**config.mk**
```make
export PLATFORM = sky130hd
export DESIGN_NAME = gba_line_sched
export DESIGN_NICKNAME = d
export VERILOG_FILES = /design/src/rtl/gba_line_sched_pkg.sv /design/src/rtl/gba_line_sched_line_counter.sv /design/src/rtl/gba_line_sched.sv
export SDC_FILE = /design/constraint.sdc
export NUM_CORES = 1
export LEC_CHECK = 0
export CORE_ASPECT_RATIO = 0.5
export CORE_MARGIN = 3
export CORE_UTILIZATION = 45
export CTS_BUF_LIST = sky130_fd_sc_hd__clkbuf_8
export DETAILED_ROUTE_END_ITERATION = 7
export PLACE_DENSITY = 0.86
export RECOVER_POWER = 25
export SYNTH_ARGS = -nofsm -noshare
export SYNTH_HDL_FRONTEND = slang
export SYNTH_SLANG_ARGS = --single-unit
```
**constraint.sdc**
```tcl
create_clock -name pxlClk -period 4.4 [get_ports pxlClk]
set_input_delay 0.44 -clock pxlClk [delete_from_list [all_inputs] [get_ports pxlClk]]
set_output_delay 0.44 -clock pxlClk [all_outputs]
set_load 0.01 [all_outputs]
```
**src/rtl/gba_line_sched_pkg.sv**
```systemverilog
// Shared types and defaults for the GBA line scheduler.
// Holds the scheduler state encoding and saturating-count helpers.
package definePackage;

    typedef enum logic [1:0] {
        ST_IDLE,
        ST_SYNC,
        ST_RUN,
        ST_BLANK
    } sched_state_t;

    localparam int FETCH_LEAD_DEF   = 8;
    localparam int LOCK_TIMEOUT_DEF = 3;

    function automatic logic [15:0] satInc16(input logic [15:0] v);
        return (&v) ? v : v + 16'd1;
    endfunction

    function automatic logic [7:0] satInc8(input logic [7:0] v);
        return (&v) ? v : v + 8'd1;
    endfunction

endpackage

```
**src/rtl/gba_line_sched_line_counter.sv**
```systemverilog
// Vertical scale phase and GBA line counter pair.
// Wrap flag reports the last GBA line rolling over to 0.
module sched_line_counter
    import definePackage::*;
#(
    parameter int SCALE     = 5,
    parameter int GBA_LINES = 160
) (
    input  logic       pxlClk,
    input  logic       rst,
    input  logic       clear_i,
    input  logic       advance_i,
    input  logic       block_i,
    input  logic       phaseClr_i,
    output logic [2:0] lineCntScale_o,
    output logic [7:0] gbaLine_o,
    output logic       wrap_o
);

    logic [2:0] phase_q, phase_d;
    logic [7:0] line_q, line_d;
    logic       lastPhase;
    logic       lastLine;

    assign lastPhase      = phase_q == 3'(SCALE - 1);
    assign lastLine       = line_q == 8'(GBA_LINES - 1);
    assign wrap_o         = !clear_i && advance_i && lastPhase
                            && !block_i && lastLine;
    assign lineCntScale_o = phase_q;
    assign gbaLine_o      = line_q;

    // Next phase/line: a blocked fetch repeats the GBA line.
    always_comb begin
        phase_d = phase_q;
        line_d  = line_q;
        if (clear_i) begin
            phase_d = '0;
            line_d  = '0;
        end else begin
            if (advance_i) begin
                if (lastPhase) begin
                    phase_d = '0;
                    if (!block_i)
                        line_d = lastLine ? 8'd0 : line_q + 8'd1;
                end else begin
                    phase_d = phase_q + 3'd1;
                end
            end
            if (phaseClr_i)
                phase_d = '0;
        end
    end

    // Counter registers.
    always_ff @(posedge pxlClk) begin
        if (rst) begin
            phase_q <= '0;
            line_q  <= '0;
        end else begin
            phase_q <= phase_d;
            line_q  <= line_d;
        end
    end

endmodule

```
**src/rtl/gba_line_sched.sv**
```systemverilog
// Frame-lock and line-fetch scheduler for the HDMI image path.
// Define SCHED_STATS_EN to add stallCount/resyncCount outputs.
module gba_line_sched
    import definePackage::*;
#(
    parameter int SCALE        = 5,
    parameter int Y_START      = 40,
    parameter int GBA_LINES    = 160,
    parameter int FETCH_LEAD   = FETCH_LEAD_DEF,
    parameter int LOCK_TIMEOUT = LOCK_TIMEOUT_DEF
) (
    input  logic        pxlClk,
    input  logic        rst,
    input  logic [11:0] cx,
    input  logic [10:0] cy,
    input  logic [11:0] frameWidth,
    input  logic [10:0] frameHeight,
    input  logic        newFrameIn,
    input  logic        sameLine,
    output logic        setStart,
    output logic [11:0] setStartX,
    output logic [10:0] setStartY,
    output logic        nextLine,
    output logic        cacheUpdate,
    output logic [2:0]  lineCntScale,
    output logic [7:0]  gbaLine,
    output logic        locked
`ifdef SCHED_STATS_EN
    ,
    output logic [15:0] stallCount,
    output logic [7:0]  resyncCount
`endif
);

    localparam logic [10:0] START_Y  = 11'(Y_START - 2);
    localparam logic [7:0]  FRM_LAST = 8'(LOCK_TIMEOUT - 1);

    sched_state_t state_q;
    logic        nfs_q, nf_q;
    logic [10:0] cy_q;
    logic        blk_q;
    logic        setStart_q, locked_q;
    logic [11:0] setStartX_q;
    logic [10:0] setStartY_q;
    logic        nextLine_q, cacheUpdate_q;
    logic [7:0]  frm_q;

    logic rise, cyStep, fetch, eol, eof, inWin, lastPh;
    logic blockNow, runLive, lineWrap;

    assign rise     = nfs_q && !nf_q;
    assign cyStep   = cy != cy_q;
    assign fetch    = cx == (frameWidth - 12'(FETCH_LEAD));
    assign eol      = cx == (frameWidth - 12'd1);
    assign eof      = eol && (cy == (frameHeight - 11'd1));
    assign inWin    = cy >= 11'(Y_START);
    assign lastPh   = lineCntScale == 3'(SCALE - 1);
    assign runLive  = (state_q == ST_RUN) && !rise;
    assign blockNow = runLive && fetch && inWin && lastPh && sameLine;

    assign setStart    = setStart_q;
    assign setStartX   = setStartX_q;
    assign setStartY   = setStartY_q;
    assign nextLine    = nextLine_q;
    assign cacheUpdate = cacheUpdate_q;
    assign locked      = locked_q;

    sched_line_counter #(
        .SCALE     (SCALE),
        .GBA_LINES (GBA_LINES)
    ) u_cnt (
        .pxlClk         (pxlClk),
        .rst            (rst),
        .clear_i        ((state_q == ST_SYNC) && cyStep),
        .advance_i      (runLive && eol && inWin),
        .block_i        (blk_q || blockNow),
        .phaseClr_i     (eof),
        .lineCntScale_o (lineCntScale),
        .gbaLine_o      (gbaLine),
        .wrap_o         (lineWrap)
    );

    // Input sample, frame-edge delay and previous-line capture.
    always_ff @(posedge pxlClk) begin
        if (rst) begin
            nfs_q <= 1'b0;
            nf_q  <= 1'b0;
            cy_q  <= '0;
        end else begin
            nfs_q <= newFrameIn;
            nf_q  <= nfs_q;
            cy_q  <= cy;
        end
    end

    // Remember a blocked fetch until the end of its line.
    always_ff @(posedge pxlClk) begin
        if (rst)
            blk_q <= 1'b0;
        else if (blockNow)
            blk_q <= 1'b1;
        else if (eol)
            blk_q <= 1'b0;
    end

    // Lock FSM with registered outputs and blank-frame timeout.
    always_ff @(posedge pxlClk) begin
        if (rst) begin
            state_q       <= ST_IDLE;
            setStart_q    <= 1'b0;
            setStartX_q   <= '0;
            setStartY_q   <= '0;
            locked_q      <= 1'b0;
            nextLine_q    <= 1'b0;
            cacheUpdate_q <= 1'b0;
            frm_q         <= '0;
        end else begin
            nextLine_q    <= 1'b0;
            cacheUpdate_q <= 1'b0;
            unique case (state_q)
                ST_IDLE: begin
                    if (rise) begin
                        state_q     <= ST_SYNC;
                        setStart_q  <= 1'b1;
                        setStartX_q <= '0;
                        setStartY_q <= START_Y;
                    end
                end
                ST_SYNC: begin
                    if (cyStep) begin
                        setStart_q <= 1'b0;
                        locked_q   <= 1'b1;
                        state_q    <= ST_RUN;
                    end
                end
                ST_RUN: begin
                    if (rise) begin
                        state_q     <= ST_SYNC;
                        setStart_q  <= 1'b1;
                        setStartX_q <= '0;
                        setStartY_q <= START_Y;
                    end else begin
                        cacheUpdate_q <= fetch;
                        nextLine_q    <= fetch && inWin && lastPh
                                         && !sameLine;
                        if (lineWrap) begin
                            state_q <= ST_BLANK;
                            frm_q   <= '0;
                        end
                    end
                end
                ST_BLANK: begin
                    if (rise) begin
                        state_q     <= ST_SYNC;
                        setStart_q  <= 1'b1;
                        setStartX_q <= '0;
                        setStartY_q <= START_Y;
                    end else begin
                        cacheUpdate_q <= fetch;
                        if (eof) begin
                            if (frm_q == FRM_LAST) begin
                                locked_q <= 1'b0;
                                state_q  <= ST_IDLE;
                                frm_q    <= '0;
                            end else begin
                                frm_q <= frm_q + 8'd1;
                            end
                        end
                    end
                end
            endcase
        end
    end

`ifdef SCHED_STATS_EN
    logic [15:0] stall_q;
    logic [7:0]  resync_q;

    assign stallCount  = stall_q;
    assign resyncCount = resync_q;

    // Saturating stall and resync statistics.
    always_ff @(posedge pxlClk) begin
        if (rst) begin
            stall_q  <= '0;
            resync_q <= '0;
        end else begin
            if (blockNow)
                stall_q <= satInc16(stall_q);
            if ((state_q == ST_RUN) && rise)
                resync_q <= satInc8(resync_q);
        end
    end
`endif

endmodule
```
Word-level counts from Yosys, hierarchy flattened
Index checks and enable logic that the tools add are counted.
- $add $sub $neg: 6
- magnitude comparators: 1
- eq/ne operators: 21
- multiplexer cells: 26
- bitwise operators: 3
- reductions and logical operators: 39
- operators with widths (kind ; number):
    2-to-1 mux 8 bit ; 6
    == test 12 bit ; 2
    logical AND 1 bit ; 17
    adder 8 x 1 -> 8 bit, second input constant ; 2
    one-hot mux 8 bit (2 select lines) ; 1
    AND reduction 5 bit ; 3
    2-to-1 mux 2 bit ; 7
    inequality test 2 bit, second input constant ; 7
    OR reduction 3 bit ; 4
    subtractor 12 x 1 -> 12 bit, second input constant ; 1
    subtractor 12 x 4 -> 12 bit, second input constant ; 1
    == test 11 bit ; 1
    >= comparator 11 x 6 -> 1 bit, second input constant ; 1
    inequality test 11 bit ; 1
    subtractor 11 x 1 -> 11 bit, second input constant ; 1
    inequality test 3 bit, second input constant ; 3
    == test 8 x 2 -> 1 bit, second input constant ; 1
    == test 8 bit, second input constant ; 1
    2-to-1 mux 1 bit ; 8
    one-hot mux 2 bit (4 select lines) ; 1
    nonzero test 2 bit ; 3
    logical NOT 1 bit ; 5
    == test 2 bit, second input constant ; 2
    one-hot mux 1 bit (2 select lines) ; 2
    11 further kinds ; 15
- flip-flop bits (word level): 40
- bits of input ports: 50
- output and inout port bits: 38
- word-level logic and storage cells: 109

Logic depth before layout (Yosys ltp)
- depth in word-level cells: 15
- gate-level depth with buffers: 9
- depth with buffers taken out: 9

By module
Synthesis repeated with hierarchy kept, for this count alone.
- cell total of the unflattened synthesis: 379
- area total of the unflattened synthesis: 3109.2 um^2
- by module, submodules not included (module ; times used ; cells each ; area each (um^2) ; sequential area each (um^2)):
    gba_line_sched ; 1 ; 314 ; 2542.4 ; 580.6
    sched_line_counter ; 1 ; 65 ; 566.8 ; 220.2

Worst setup path before layout
OpenSTA, ideal clock, no wires.
- path type: input -> register
- start point: input frameWidth[3]
- end point: register frm_q[0]
- library setup time: 0.121 ns
- arrival time: 2.458 ns
- required time: 4.279 ns
- slack: 1.821 ns
- stages: 9
- path buffers: 0
- path through: inv_1 > ha_1 > nor3b_1 > xnor2_1 > a31oi_1 > nor4_4 > and2_4 > a21boi_4 > mux2_4
- longest elaborated chain between the ends: 12
- elaborated cells on any way between the ends: 20
- those cells by class: add/sub: 2; eq/ne: 4; reduce/logical: 14
- RTL lines (what ; line ; RTL):
    start: declaration ; gba_line_sched.sv:16 ; input logic [11:0] frameWidth,
    subtractor 12 x 4 -> 12 bit ; gba_line_sched.sv:53 ; assign fetch = cx == (frameWidth - 12'(FETCH_LEAD));
    == test 12 bit ; gba_line_sched.sv:53 ;
    logical AND 1 bit (4 in series) ; gba_line_sched.sv:59 ; assign blockNow = runLive && fetch && inWin && lastPh && sameLine;
    logical OR 1 bit ; gba_line_sched.sv:76 ; .block_i (blk_q || blockNow),
    logical NOT 1 bit ; gba_line_sched_line_counter.sv:28 ; && !block_i && lastLine;
    logical AND 1 bit (2 in series) ; gba_line_sched_line_counter.sv:28 ;
    inequality test 2 bit (no source line) ; -- ;
    AND reduction 5 bit (no source line) (*) ; -- ;
    end signal: assignment ; gba_line_sched.sv:166 ; frm_q <= frm_q + 8'd1;
    end: declaration ; gba_line_sched.sv:46 ; logic [7:0] frm_q;
Every way passes the cells marked *; elsewhere a longest branch is shown, timed or not.
A chain may end at the register's enable or synchronous reset.

Final worst setup path
- start point: input frameWidth[3]
- end point: register frm_q[1]
The elaborated chain is that of the path after synthesis.

==> impl_metrics.csv <==
group,metric,value,unit
floorplanning,io_pins,88,
global_routing,met3_usage,0.0298,
clock_network,cts.hold.buffers_added,0,
critical_path,crit_chain,"clkdlybuf4s50_1 > inv_1 > ha_1 > nor3b_1 > xnor2_1 > a31oi_1 > nor4_4 > and2_4 > a21boi_4 > mux2_4",
min_path,min_to,"nf_q$_SDFF_PP0_",
global_routing,global_route.peak_usage_layer,"met2",
detailed_routing,first_pass_iters,4,
logic_synthesis,yosys_register_bits,40,
min_path,hold_path_depth,1,
layout,num-nets-final,518,
logic_synthesis,synth-seq-area-share,0.249,
logic_synthesis,synthesis.area_per_instance,8.17,um^2
timing,final_hold_violations,0,
timing,setup-tns-final,0,ns
floorplanning,core_area,6810,um^2
placed_design,placement.io_buffers,67,
timing,worstMarginPinSlew,0.908,ns
critical_path,timing.rr.start,"state_q[0]$_SDFFE_PP0P_",
detailed_routing,routed-via-count,2984,
global_routing,global_route_wire_length_before_repair,12600,um
min_path,hold_start,"nfs_q$_SDFF_PP0_",
critical_path,cp-end-kind,"flip-flop",
placed_design,gp_congestion,0.899,
clock_network,cts_setup_buffers,0,
timing,setup_violations,0,
clock_network,cts_tree,"done",
power,cellLeakagePower,1.43,nW
job,maxCapViolCount,0,
timing,worst_slew_margin_rel,0.394,
timing,rsz0062_at_grt,"false",
timing,timing.final.crit_share,0.736,
critical_path,timing_worst_setup_path_type,"in -> reg",
floorplanning,die-height,65.8,um
timing,finalWorstPathRequiredPeriod,3.24,ns
critical_path,r2r_slack,1.82,ns
status,run_status,"finished, final reports clean",
critical_path,worstPathRequired,4.59,ns
clock_network,clk_transition_reported_paths,0.09,ns
timing,worst_clock_skew,0.00686,ns
min_path,hold_class,"reg -> reg",
critical_path,r2r_end,"frm_q[1]$_SDFFE_PP0P_",
global_routing,globalRouteMet2Util,0.301,
layout,layout-drive-gt1-share,0.0674,
clock_network,max-clock-path-buffers,2,
detailed_routing,post-route-drc-count,0,
logic_synthesis,ys_async_sr_fraction,0,
logic_synthesis,yosys_warnings,0,
layout,count_of_inserted_antenna_diode_cells,0,
global_routing,grt_use_total,0.180,
logic_synthesis,post_synthesis_instance_area,3220,um^2
logic_synthesis,syn-instance-count,394,
logic_synthesis,synth.top_cells.by_count,"sky130_fd_sc_hd__dfxtp_1 (40), sky130_fd_sc_hd__nor2_1 (27), sky130_fd_sc_hd__xor2_1 (27)",
placed_design,detailed_place_hpwl,5870,um
logic_synthesis,synth_cell_type_count,73,
logic_synthesis,yosysTopAreaCell,"sky130_fd_sc_hd__dfxtp_1",
clock_network,cts_resized,0,
logic_synthesis,synth_enable_flop_cells,0,
global_routing,grt_pass1_vias,2737,
power,power_density_cells,221,nW/um^2
critical_path,slowest_delay,0.55,ns
global_routing,maximum_number_of_pins_on_one_net_before_global_route_repair,23,
logic_synthesis,yosysMostFrequentCell,"sky130_fd_sc_hd__dfxtp_1",
power,ir_worst_vdd,0.137,mV
floorplanning,die_w,126,um
critical_path,crit_fanout,9,
global_routing,grtUsageMet1,0.243,
clock_network,clk_latency,0.30,ns
detailed_routing,antenna_violation_net_count_after_detailed_routing,0,
critical_path,cp-startpoint,"frameWidth[3]",
floorplanning,floorplan.rows,21,
logic_synthesis,synth_top_cell_area_share,0.249,
floorplanning,die_area,8260,um^2
global_routing,grt.overflow.total,0,
detailed_routing,routed_via_density,5.41,
detailed_routing,route.detailed.wl_per_inst,13.7,um
timing,maxClockFrequency,309,MHz
floorplanning,initial_utilization,0.473,
clock_network,numCtsBuffers,5,
layout,syn_to_final_growth,24.1,%
layout,finalCoreUtilization,0.587,
clock_network,clock-root-buffer,"sky130_fd_sc_hd__clkbuf_8",
critical_path,critical_path_start_type,"input pin",
global_routing,antenna_found_initial,0,
logic_synthesis,ys_top_cells_by_area,"sky130_fd_sc_hd__dfxtp_1 (25%), sky130_fd_sc_hd__xor2_1 (7.3%), sky130_fd_sc_hd__buf_4 (5.1%)",
critical_path,crit_path_top_delay_cell,"sky130_fd_sc_hd__nor4_4",
critical_path,reg2regPathDepth,6,
clock_network,clock_tree.htree_level_count,2,
timing,maxSlewViolCount,0,
logic_synthesis,ys_dominant_reg_cell,"sky130_fd_sc_hd__dfxtp_1",
detailed_routing,first_iter_violations,223,
critical_path,crit_path_dat,3.43,ns
detailed_routing,totalWireLength,7540,um
clock_network,clkSinkCount,40,
-- logic make-up (layout without fill, tap and decap cells) --
kind of cell             count (synthesis)  in the layout  share of synthesized area
flip-flops                              40             40                      0.249
buffers and inverters                   51             98                     0.0879
adder cells (fa/ha/maj)                  9              9                     0.0350
AO/OA/AOI/OAI                           69             69                      0.175
XOR/XNOR                                44             44                      0.120
multiplexers                             6              6                     0.0222
AND/OR/NAND/NOR                        174            174                      0.310
other                                    1             20                    0.00117
-- worst max path at each step --
stage | endpoint | slack [ns] | depth (start not counted)
detailed placement | frm_q[0]$_SDFFE_PP0P_ | 0.89 | 10
floorplan | frm_q[0]$_SDFFE_PP0P_ | 1.82 | 9
global route | frm_q[1]$_SDFFE_PP0P_ | 0.98 | 10
global placement | frm_q[0]$_SDFFE_PP0P_ | 1.01 | 10
CTS | frm_q[1]$_SDFFE_PP0P_ | 1.20 | 10
finish | frm_q[1]$_SDFFE_PP0P_ | 1.16 | 10
-- metrics by stage --
stage	cells	hold WS [ns]	power (mW)	setup WS, ns	instance area, um^2
floorplan	413	0.439	0.507	1.82	3290
global placement	544	0.454	0.574	1.01	3880
detailed placement	544	0.468	0.578	0.891	3880
CTS	552	0.484	0.889	1.20	4000
global route	552	0.506	0.920	0.977	3990
finish	552	0.479	0.881	1.16	3990
-- routing by layer --
layer | up-vias | wire length [um] | part of all wire
li1 | 1500 | - | -
met1 | 1389 | 3640 | 0.48
met2 | 85 | 3440 | 0.46
met3 | 10 | 351 | 0.047
met4 | 0 | 106 | 0.014
met5 | - | 0 | 0
-- registers in the layout, indices dropped and copies added, names as in the netlist, 2 cells and up --
signal                count
cy_q                     11
frm_q                     8
state_q                   2
u_cnt.gbaLine_o           8
u_cnt.lineCntScale_o      3
-- layout make-up --
cell class / instances / area [um^2]
Clock buffer: 5 / 68.8
Inverter: 22 / 82.6
Multi-Input combinational cell: 322 / 2210
Fill cell: 583 / 2810
Sequential cell: 40 / 801
Clock inverter: 3 / 46.3
Tap cell: 92 / 115
Timing Repair Buffer: 68 / 674
-- placed cells by master, fill, tap and decap left out, types with 4 or more instances in the layout --
cell type / instances
sky130_fd_sc_hd__nor2_1: 27
sky130_fd_sc_hd__conb_1: 20
sky130_fd_sc_hd__xor2_1: 27
sky130_fd_sc_hd__clkbuf_8: 5
sky130_fd_sc_hd__nand2b_1: 7
sky130_fd_sc_hd__nand3_1: 19
sky130_fd_sc_hd__nand4_1: 10
sky130_fd_sc_hd__and2_1: 6
sky130_fd_sc_hd__or3_1: 5
sky130_fd_sc_hd__a31oi_1: 6
sky130_fd_sc_hd__ha_1: 9
sky130_fd_sc_hd__nor3b_1: 4
sky130_fd_sc_hd__nor4_1: 7
sky130_fd_sc_hd__nand2_1: 23
sky130_fd_sc_hd__o21ai_0: 7
sky130_fd_sc_hd__inv_1: 22
sky130_fd_sc_hd__clkdlybuf4s50_1: 66
sky130_fd_sc_hd__nor2b_1: 20
sky130_fd_sc_hd__xnor2_1: 17
sky130_fd_sc_hd__a21oi_1: 14
sky130_fd_sc_hd__dfxtp_1: 40
sky130_fd_sc_hd__nor3_1: 19
-- power breakdown --
group / switching, mW / internal, mW / total, mW
registers: 0.00421 / 0.370 / 0.374
logic: 0.104 / 0.0938 / 0.197
clock network: 0.139 / 0.171 / 0.310
total: 0.247 / 0.635 / 0.881
-- critical path, delay by kind of cell --
family | cells | cell delay, ns
adders and majority gates | 1 | 0.28
muxes | 1 | 0.33
xor gates and xnor gates | 1 | 0.17
AOI/OAI and AO/OA | 2 | 0.47
buffers and inverters | 2 | 0.63
and+or+nand+nor | 3 | 1.10
Note: power is estimated with default switching activity, not from simulation.
